## src/rtl/int_ctrl.sv

```systemverilog
// Six-line interrupt controller: MASK/PEND/STAT/EOI registers and a one-request-at-a-time IDLE/ASSERT/SERVICE handshake.
// Define INT_CTRL_EDGE_EN for rising-edge request capture; the default build captures requests by level.
module int_ctrl (
    input  logic        clk,
    input  logic        reset,
    input  logic [5:0]  irq_in,
    input  logic [31:2] Addr,
    input  logic        WE,
    input  logic [31:0] Din,
    output logic [31:0] Dout,
    input  logic        ack,
    output logic [5:0]  HWInt
);

    localparam logic [1:0] IDLE    = 2'b00;
    localparam logic [1:0] ASSERT  = 2'b01;
    localparam logic [1:0] SERVICE = 2'b10;

    localparam logic [1:0] REG_MASK = 2'd0;
    localparam logic [1:0] REG_PEND = 2'd1;
    localparam logic [1:0] REG_STAT = 2'd2;
    localparam logic [1:0] REG_EOI  = 2'd3;

    logic [1:0] state, state_next;
    logic [2:0] id, id_next, low_id;
    logic [5:0] mask, mask_next;
    logic [5:0] pend, pend_sw, pend_next;
    logic [5:0] qual, req, id_onehot, ack_clr;
    logic       wr_mask, wr_pend, wr_eoi, keep, busy;
    logic       unused_bits;

    assign unused_bits = ^{Addr[31:4], Din[31:6]};

`ifdef INT_CTRL_EDGE_EN
    logic [5:0] irq_prev;

    always_ff @(posedge clk or posedge reset) begin
        if (reset) irq_prev <= '0;
        else       irq_prev <= irq_in;
    end

    assign qual = irq_in & ~irq_prev;
`else
    assign qual = irq_in;
`endif

    assign wr_mask = WE && (Addr[3:2] == REG_MASK);
    assign wr_pend = WE && (Addr[3:2] == REG_PEND);
    assign wr_eoi  = WE && (Addr[3:2] == REG_EOI);

    assign id_onehot = 6'd1 << id;
    assign mask_next = wr_mask ? Din[5:0] : mask;
    assign pend_sw   = pend & ~(wr_pend ? Din[5:0] : 6'd0);
    assign req       = pend & mask;

    // The asserted request survives only if it is still pending and unmasked after this cycle's writes.
    assign keep    = |((pend_sw | qual) & mask_next & id_onehot);
    assign ack_clr = (state == ASSERT && ack && keep) ? id_onehot : 6'd0;

    // New captures are OR-ed in last so a set beats any clear of the same bit.
    assign pend_next = (pend_sw & ~ack_clr) | qual;

    always_comb begin
        low_id = 3'd0;
        for (int i = 5; i >= 0; i--) begin
            if (req[i]) low_id = 3'(i);
        end
    end

    // NOTE: every always_comb output gets a default first so no path leaves it unassigned (no latch).
    always_comb begin
        state_next = state;
        id_next    = id;
        case (state)
            IDLE: begin
                if (|req) begin
                    state_next = ASSERT;
                    id_next    = low_id;
                end
            end
            ASSERT: begin
                if (!keep) begin
                    state_next = IDLE;
                    id_next    = 3'd0;
                end else if (ack) begin
                    state_next = SERVICE;
                end
            end
            SERVICE: begin
                if (wr_eoi) begin
                    state_next = IDLE;
                    id_next    = 3'd0;
                end
            end
            default: begin
                state_next = IDLE;
                id_next    = 3'd0;
            end
        endcase
    end

    // NOTE: sequential state uses non-blocking assignments so all registers update together at the edge.
    always_ff @(posedge clk or posedge reset) begin
        if (reset) begin
            state <= IDLE;
            id    <= 3'd0;
            mask  <= 6'h3F;
            pend  <= 6'd0;
        end else begin
            state <= state_next;
            id    <= id_next;
            mask  <= mask_next;
            pend  <= pend_next;
        end
    end

    // Decoded from state so an asynchronous reset removes the request without waiting for an edge.
    assign HWInt = (state == ASSERT) ? id_onehot : 6'd0;
    assign busy  = (state == ASSERT) || (state == SERVICE);

    always_comb begin
        Dout = 32'd0;
        case (Addr[3:2])
            REG_MASK: Dout = {26'd0, mask};
            REG_PEND: Dout = {26'd0, pend};
            REG_STAT: Dout = {busy, 26'd0, state, id};
            default:  Dout = 32'd0;
        endcase
    end

endmodule

```

## config.mk

```make
export PLATFORM = sky130hd
export DESIGN_NAME = int_ctrl
export DESIGN_NICKNAME = d
export VERILOG_FILES = /design/src/rtl/int_ctrl.sv
export SDC_FILE = /design/constraint.sdc
export NUM_CORES = 1
export LEC_CHECK = 0
export ABC_AREA = 1
export CORE_ASPECT_RATIO = 0.5
export CORE_MARGIN = 2
export CORE_UTILIZATION = 29
export CTS_CLUSTER_SIZE = 40
export DETAILED_ROUTE_END_ITERATION = 10
export PLACE_DENSITY = 0.78
export RECOVER_POWER = 100
export SLEW_MARGIN = 30
export SYNTH_ARGS = -nofsm -noshare
export SYNTH_HDL_FRONTEND = slang
export SYNTH_SLANG_ARGS = --single-unit
```

## constraint.sdc

```tcl
create_clock -name clk -period 4.2 [get_ports clk]
set_clock_uncertainty 0.1 [all_clocks]
set_input_delay 0.63 -clock clk [delete_from_list [all_inputs] [get_ports clk]]
set_output_delay 0.63 -clock clk [all_outputs]
set_load 0.1 [all_outputs]
```

==> flow_metrics.py, run 1 <==
metrics = {
    "setup_path": {
        "slowest_delay_ns": 0.89,
        "worstSetupPathType": "input pin to output pin",
        "required_ns": 3.47,
        "cp_slowest_cell": "clkbuf_1",
        "critical_path_arrival_ns": 2.72,
        "cp-end-kind": "output pin",
        "path_buf_inv": 3,
        "worstPathCellList": "clkdlybuf4s50_1 > nor2_4 > inv_1 > o221ai_1 > clkbuf_1",
        "startpoint_type": "input pin",
        "r2r-start": "id[1]",
        "path_delay_family": "buffers and inverters",
        "path_max_fanout": 10,
        "startpoint": "Addr[3]",
    },
    "hold_path": {
        "min_from": "mask[1]",
        "min_path_type": "register to register",
    },
    "finish": {
        "n_antenna_cell": 0,
        "nets": 328,
        "syn2layout_area_growth_pct": 15.7,
        "finish.instance_area_mm2": 0.00174,
        "drive_gt1_share_pct": 8.73,
    },
    "global_routing": {
        "grt_pass1_vias": 1242,
        "grt-ovfl-total": 0,
        "grt_antenna_before_repair": 0,
        "grt.total_usage_pct": 12.2,
        "grt_start_max_net_pins": 18,
        "grt_pass1_wl_um": 5510,
    },
    "clock_network": {
        "clockBufferDepth": 2,
        "cts_max_level": 1,
        "post-cts-setup-buffers": 0,
        "cts_buffers": 3,
        "ctsResizeCount": 0,
        "cts_hold_buf": 0,
        "cts_root_buf": "clkbuf_8",
        "insertion_delay_ns": 0.25,
        "cts_tree": "done",
        "clkSinkCount": 17,
        "path_clk_slew_ns": 0.06,
    },
    "placed_design": {
        "place.port_buffers": 30,
        "gp_congestion": 0.854,
        "hpwl_um": 2690,
        "placed_area_mm2": 0.00176,
    },
    "floorplanning": {
        "die_x_um": 106,
        "die-height_um": 54.9,
        "num_io_pins": 110,
        "initial_core_util_pct": 30.4,
        "die-area_mm2": 0.00581,
        "rows": 18,
        "core_region_area_mm2": 0.00495,
    },
    "synth": {
        "synth_area_leader_cell": "dfrtp_1",
        "syn_inst": 222,
        "ys_ff_latch": 17,
        "muxShareOfSynthArea_pct": 0,
        "synth-seq-area-share_pct": 28.8,
        "syn-cell-area_mm2": 0.00150,
        "synth_most_common_cell": "nand2_1",
        "ys.flop_type": "dfrtp_1",
        "ys_async_sr_fraction_pct": 100,
        "synth_commonest_cells": "nand2_1 (61), inv_1 (37), buf_4 (25)",
        "ys_warn_count": 0,
        "synth_top_family_by_area": "simple AND/OR/NAND/NOR gates",
        "ys_types": 26,
        "synth_area_leaders": "dfrtp_1 (18%), nand2_1 (15%), buf_4 (12%)",
        "synth_top_area_share_pct": 18.3,
        "synthAdderAreaFrac_pct": 2.50,
        "synth_compound_area_share_pct": 7.40,
        "synthSimpleGateAreaFrac_pct": 38.1,
        "synth_area_per_cell_um2": 6.77,
        "synthXorXnorAreaFrac_pct": 0,
        "synth-edff-count": 0,
    },
    "timing": {
        "min_period_ns": 3.45,
        "period_share_pct": 82.1,
        "max_freq_mhz": 290,
        "rsz0062_at_grt": "false",
        "slew_headroom_pct": 22.4,
        "hold_violations": 0,
        "holdWs_ns": 0.392,
        "setup_viol_count_final": 0,
        "drv_slew": 0,
        "worst_pin_slew_ns": 1.17,
    },
    "power": {
        "p_leak_uw": 0.000909,
        "powerDensity_mw_per_mm2": 543,
        "peakVddDrop_mv": 0.184,
    },
    "routing": {
        "wl_per_cell_um": 10.6,
        "vias": 1365,
        "drt-total-wl_um": 3400,
        "routed_via_density": 4.24,
        "drc_errors": 0,
        "ant_nets": 0,
        "drt_first_pass_iters": 4,
        "drt_iter0_markers": 91,
    },
    "job": {
        "drv_cap": 0,
    },
    "run_status": {
        "status": "finished, final reports clean",
    },
}
==> flip-flops by register name (all words and copies together) (netlist names) <==
register and flops:
id 3, state 2, mask 6, pend 6
==> area by class of cell <==
cell class	count	area, um2
timing repair buffer	30	244
multi-input combinational	163	788
inverter	38	143
fill	551	3210
sequential	17	433
clock buffer	4	45.0
tap	70	87.6
==> layout by cell type (no fill, tap or decap), types with 6 or more instances in the layout <==
cell / instances
nand2_1: 65
dfrtp_1: 11
nor2_2: 6
nand3_1: 22
dlygate4sd3_1: 6
conb_1: 25
inv_1: 37
clkdlybuf4s50_1: 15
nor2_1: 14
dfstp_2: 6
clkbuf_1: 10
==> per-layer routing <==
metal	vias up	GRT usage [%]	routed length, um
li1	702	-	-
met1	601	15.3	1510
met2	58	22.7	1640
met4	0	2.63	38
met3	4	2.34	206
met5	-	0	0
==> power breakdown <==
part | leakage [uW] | switching (uW) | total [uW] | internal (uW)
Sequential | 0.000184 | 30.7 | 233 | 202
Combinational | 0.000703 | 478 | 589 | 111
Clock | 0.0000228 | 56.2 | 124 | 67.4
==> cell families (layout without fill, tap and decap cells) <==
family	after synthesis	after routing
AO/OA/AOI/OAI	13	13
adder cells (fa/ha/maj)	3	3
buffers and inverters	66	72
flip-flops	17	17
other	1	25
AND/OR/NAND/NOR	122	122
==> worst register-to-register path, cell delays in order, from the launching register on <==
cell     delay (ns)
dfrtp_1        0.49
inv_1          0.12
nand3_1        0.17
nor2_1         0.07
nand2_1        0.08
nand2_1        0.06
nor2_2         0.07
nand2_1        0.24
nand2_4        0.13
nand2_1        0.15
nand2_1        0.10
o21ai_0        0.08
==> final timing paths <==
kind,end,slack (ns),cells after the start
hold reg to reg,mask[1],0.39,2
setup / recovery,Dout[4],0.75,5
min in group asynchronous,id[2],0.80,2
setup reg to reg,id[1],2.21,11
hold / removal,mask[1],0.39,2
max in group asynchronous,pend[3],2.78,2
==> through the flow <==
step / cells / setup slack (ns) / setup TNS [ns] / utilization, % / total power [uW]
5_1_grt: 322 / 0.654 / 0 / 35.1 / 998
3_5_place_dp: 318 / 1.25 / 0 / 35.5 / 863
4_1_cts: 322 / 0.961 / 0 / 36.4 / 985
2_1_floorplan: 246 / -0.226 / -0.452 / - / 766
6_report: 322 / 0.754 / 0 / 35.1 / 945
3_3_place_gp: 318 / 1.28 / 0 / 35.5 / 858
No activity file was read; power rests on OpenSTA's default activity.
==> inputs of run 2 (changes only) <==
- clock period: 4.2 -> 3.5 ns (I/O delays scaled with it)
==> flow_metrics.py, run 2 (synthesized netlist as in run 1, its figures left out) <==
metrics = {
    "floorplanning": {
        "die-height_um": 54.9,
        "rows": 18,
        "die-area_mm2": 0.00581,
        "initial_core_util_pct": 30.4,
        "die_x_um": 106,
        "num_io_pins": 110,
        "core_region_area_mm2": 0.00495,
    },
    "timing": {
        "rsz0062_at_grt": "false",
        "drv_slew": 0,
        "setup_viol_count_final": 0,
        "max_freq_mhz": 337,
        "hold_violations": 0,
        "finalSetupTns_ns": 0,
        "worst_pin_slew_ns": 1.17,
        "period_share_pct": 84.7,
        "min_period_ns": 2.97,
        "slew_headroom_pct": 22.6,
    },
    "finish": {
        "final_cell_mix": "nand2_1 (66), inv_1 (37), conb_1 (25)",
        "reg_top3": "mask (6), pend (6), id (3)",
        "layout_commonest_cell": "nand2_1",
        "n_antenna_cell": 0,
        "syn2layout_area_growth_pct": 15.9,
        "drive_gt1_share_pct": 10.7,
        "stdcell_count": 322,
        "finish.instance_area_mm2": 0.00174,
        "post-route-util_pct": 35.2,
        "nets": 328,
    },
    "clock_network": {
        "cts_root_buf": "clkbuf_8",
        "insertion_delay_ns": 0.26,
        "cts_hold_buf": 0,
        "clkSinkCount": 17,
        "cts_max_level": 1,
        "post-cts-setup-buffers": 0,
        "cts_tree": "done",
        "clockBufferDepth": 2,
        "ctsResizeCount": 0,
        "path_clk_slew_ns": 0.07,
        "cts_buffers": 3,
    },
    "placed_design": {
        "hpwl_um": 2750,
        "placed_area_mm2": 0.00177,
        "gp_congestion": 0.872,
        "place.port_buffers": 30,
        "dp.cells": 318,
    },
    "hold_path": {
        "holdPathStages": 2,
        "min_from": "mask[0]",
        "hold_path_end": "mask[0]",
        "min_path_type": "register to register",
    },
    "job": {
        "drv_cap": 0,
    },
    "global_routing": {
        "grt-ovfl-total": 0,
        "grt_pass1_vias": 1216,
        "grt_start_max_net_pins": 18,
        "grt_antenna_before_repair": 0,
        "grt.total_usage_pct": 12.4,
        "grt_pass1_wl_um": 5570,
    },
    "routing": {
        "vias": 1400,
        "drt-total-wl_um": 3560,
        "drc_errors": 0,
        "routed_via_density": 4.35,
        "drt_first_pass_iters": 4,
        "drt_iter0_markers": 98,
        "ant_nets": 0,
        "wl_per_cell_um": 11.1,
    },
    "setup_path": {
        "critical_path_arrival_ns": 2.34,
        "worstSetupPathType": "register to output pin",
        "cp-end-kind": "output pin",
        "path_max_fanout": 6,
        "r2r-start": "id[0]",
        "required_ns": 2.87,
        "startpoint_type": "register",
        "r2r-end": "id[0]",
        "ff2ff_path_depth": 10,
        "ff2ff_setup_slack_ns": 1.50,
    },
    "power": {
        "powerDensity_mw_per_mm2": 654,
        "peakVddDrop_mv": 0.257,
        "p_leak_uw": 0.000909,
        "p_total_uw": 1140,
    },
    "run_status": {
        "status": "finished, final reports clean",
    },
}
run 2: cell count changes in the layout (fill, tap and decap cells not counted), sizes merged:
| cell | change |
|---|---|
| buf | +2 |
| dlygate4sd3 | -4 |
| clkbuf | +2 |
run 2: how the worst max path moves through the flow:
| stage | start | end | cells past startpoint |
|---|---|---|---|
| after floorplan | state[1] | HWInt[0] | 4 |
| after global placement | Addr[3] | Dout[2] | 5 |
| after detailed placement | Addr[3] | Dout[2] | 5 |
| after CTS | Addr[3] | Dout[2] | 5 |
| after global routing | state[1] | HWInt[0] | 5 |
| final | state[1] | HWInt[1] | 5 |
run 2: critical path: stages, from the launching register on:
cell	delay (ns)
dfrtp_1	0.39
inv_1	0.12
ha_1	0.24
inv_1	0.15
nor4_1	0.29
clkbuf_1	0.89
run 2: layer usage:
metal  track usage [%]  wire length (um)  part of all wire, %  vias to the layer above
met5                 0                 0                    0                        -
met4              2.19                25                 0.70                        0
met3              2.34               269                  7.5                        7
met2              24.4              1790                   50                       54
met1              14.9              1480                   42                      642
li1                  -                 -                    -                      697
run 2: report_power, final:
part | internal (uW) | switching, uW
logic | 140 | 572
clock network | 80.8 | 66.2
registers | 242 | 37.8
total | 464 | 676
run 2: per-stage QoR:
stage               hold WS [ns]  setup WS, ns
finish                     0.395         0.534
global route               0.426         0.388
global placement           0.384         0.794
CTS                        0.397         0.793
floorplan                  0.347        -0.821
detailed placement         0.388         0.793
run 2: cell type report:
type	instances	area (um2)
fillers	547	3210
multi-input cells	163	777
flip-flops and latches	17	433
repair buffers	30	258
inverters	38	143
well taps	70	87.6
clock buffers	4	45.0
==> inputs of run 3 (changes only) <==
- clock period: 3.5 -> 2.8 ns (I/O delays scaled with it)
==> flow_metrics.py, run 3 (synthesized netlist as in run 1, its figures left out) <==
metrics = {
    "clock_network": {
        "insertion_delay_ns": 0.26,
        "clockBufferDepth": 2,
        "cts_hold_buf": 0,
        "clkSinkCount": 17,
        "path_clk_slew_ns": 0.06,
        "cts_buffers": 3,
        "cts_root_buf": "clkbuf_8",
        "ctsResizeCount": 0,
        "cts_max_level": 1,
        "cts_tree": "done",
        "post-cts-setup-buffers": 0,
    },
    "global_routing": {
        "grt_antenna_before_repair": 0,
        "use_met3_pct": 2.22,
        "grt.total_usage_pct": 13.8,
        "met2_usage_pct": 27.4,
        "gr-max-usage-layer": "met2",
        "grt-ovfl-total": 0,
        "grt_pass1_wl_um": 6200,
        "grt_start_max_net_pins": 18,
        "grt_pass1_vias": 1374,
        "grt_use_met1_pct": 15.8,
    },
    "floorplanning": {
        "num_io_pins": 110,
        "initial_core_util_pct": 30.4,
        "die_x_um": 106,
        "die-area_mm2": 0.00581,
        "die-height_um": 54.9,
        "core_region_area_mm2": 0.00495,
        "rows": 18,
    },
    "placed_design": {
        "place.port_buffers": 30,
        "dp.cells": 319,
        "pre_cts_slack_ns": 0.262,
        "gp_congestion": 0.932,
        "hpwl_um": 3110,
    },
    "hold_path": {
        "hold_path_end": "mask[1]",
        "min_path_type": "register to register",
        "holdPathStages": 2,
        "min_from": "mask[1]",
    },
    "timing": {
        "finalWorstSetupSlack_ns": 0.185,
        "max_freq_mhz": 382,
        "slew_headroom_pct": 55.3,
        "min_period_ns": 2.61,
        "rsz0062_at_grt": "false",
        "period_share_pct": 93.4,
        "hold_violations": 0,
        "setup_viol_count_final": 0,
        "drv_slew": 0,
        "worst_pin_slew_ns": 0.669,
    },
    "finish": {
        "layout_commonest_cell": "nand2_1",
        "drive_gt1_share_pct": 14.6,
        "n_antenna_cell": 0,
        "syn2layout_area_growth_pct": 23.6,
        "stdcell_count": 323,
        "final_cell_mix": "nand2_1 (63), inv_1 (37), conb_1 (25)",
        "nets": 329,
        "reg_top3": "mask (6), pend (6), id (3)",
    },
    "routing": {
        "routed_via_density": 4.52,
        "drt-total-wl_um": 3920,
        "drt_first_pass_iters": 4,
        "drt_iter0_markers": 137,
        "drc_errors": 0,
        "wl_per_cell_um": 12.1,
        "ant_nets": 0,
        "vias": 1460,
    },
    "setup_path": {
        "cp_slowest_cell": "dlygate4sd3_1",
        "startpoint_type": "input pin",
        "worstSetupPathType": "input pin to output pin",
        "cp.depth": 5,
        "worstPathCellList": "dlygate4sd3_1 > nor2_4 > inv_1 > o221ai_1 > buf_12",
        "ff2ff_setup_slack_ns": 0.95,
        "ff2ff_path_depth": 10,
        "path_delay_family": "buffers and inverters",
        "path_max_fanout": 10,
        "r2r-start": "id[1]",
        "r2r-end": "id[0]",
        "critical_path_arrival_ns": 2.09,
        "cp-end-kind": "output pin",
        "required_ns": 2.28,
        "slowest_delay_ns": 0.64,
        "path_buf_inv": 3,
    },
    "run_status": {
        "status": "finished, final reports clean",
    },
    "power": {
        "p_leak_uw": 0.000967,
        "peakVddDrop_mv": 0.296,
        "powerDensity_mw_per_mm2": 838,
    },
    "job": {
        "drv_cap": 0,
    },
}
-- run 3: cell count changes in the layout (fill, tap and decap cells not counted) --
cell      before  now
nand2_4        0    3
nor2_1        14   15
buf_4          0    1
o21ai_2        0    1
clkbuf_1       7    1
nor2_2         6    5
nand2_1       66   63
buf_12         2    7
clkbuf_4       0    1
o21ai_1        1    0
-- run 3: how the worst max path moves through the flow --
stage	from	end
5_1_grt	Addr[3]	Dout[3]
3_5_place_dp	Addr[3]	Dout[4]
6_report	Addr[3]	Dout[4]
3_3_place_gp	Addr[3]	Dout[4]
4_1_cts	Addr[3]	Dout[4]
2_1_floorplan	state[1]	HWInt[0]
-- run 3: cell type report --
| type | instances | area (um2) |
|---|---|---|
| fill | 513 | 3100 |
| timing repair buffer | 31 | 350 |
| clock buffer | 4 | 45.0 |
| sequential | 17 | 433 |
| tap | 70 | 87.6 |
| inverter | 38 | 143 |
| multi-input combinational | 163 | 801 |
-- run 3: power by group --
| group | internal [uW] | total, uW | switching [uW] |
|---|---|---|---|
| logic | 255 | 1020 | 763 |
| registers | 303 | 351 | 47.8 |
| clock network | 101 | 189 | 87.9 |
| total | 659 | 1560 | 898 |
-- run 3: layer usage --
layer / wire length [um] / share of wire, %
met1: 1610 / 41
met5: 0 / 0
met2: 2000 / 51
met3: 227 / 5.8
met4: 71 / 1.8
-- run 3: through the flow --
step                      power, uW  area (um2)  hold slack, ns  util [%]  TNS, ns
after floorplan                1160        1610           0.242         -   -0.530
after global placement         1390        1880           0.381      37.9        0
after detailed placement       1420        1880           0.391      37.9        0
after CTS                      1610        1920           0.401      38.8        0
after global routing           1640        1860           0.431      37.5        0
final                          1560        1860           0.401      37.5        0
-- run 3: worst reg2reg max path: cells and delay by family (launching register included) --
family                 cells  cell delay, ns
buffers and inverters      1            0.12
and+or+nand+nor            8            0.84
DFF                        1            0.48
AOI/OAI and AO/OA          1            0.21
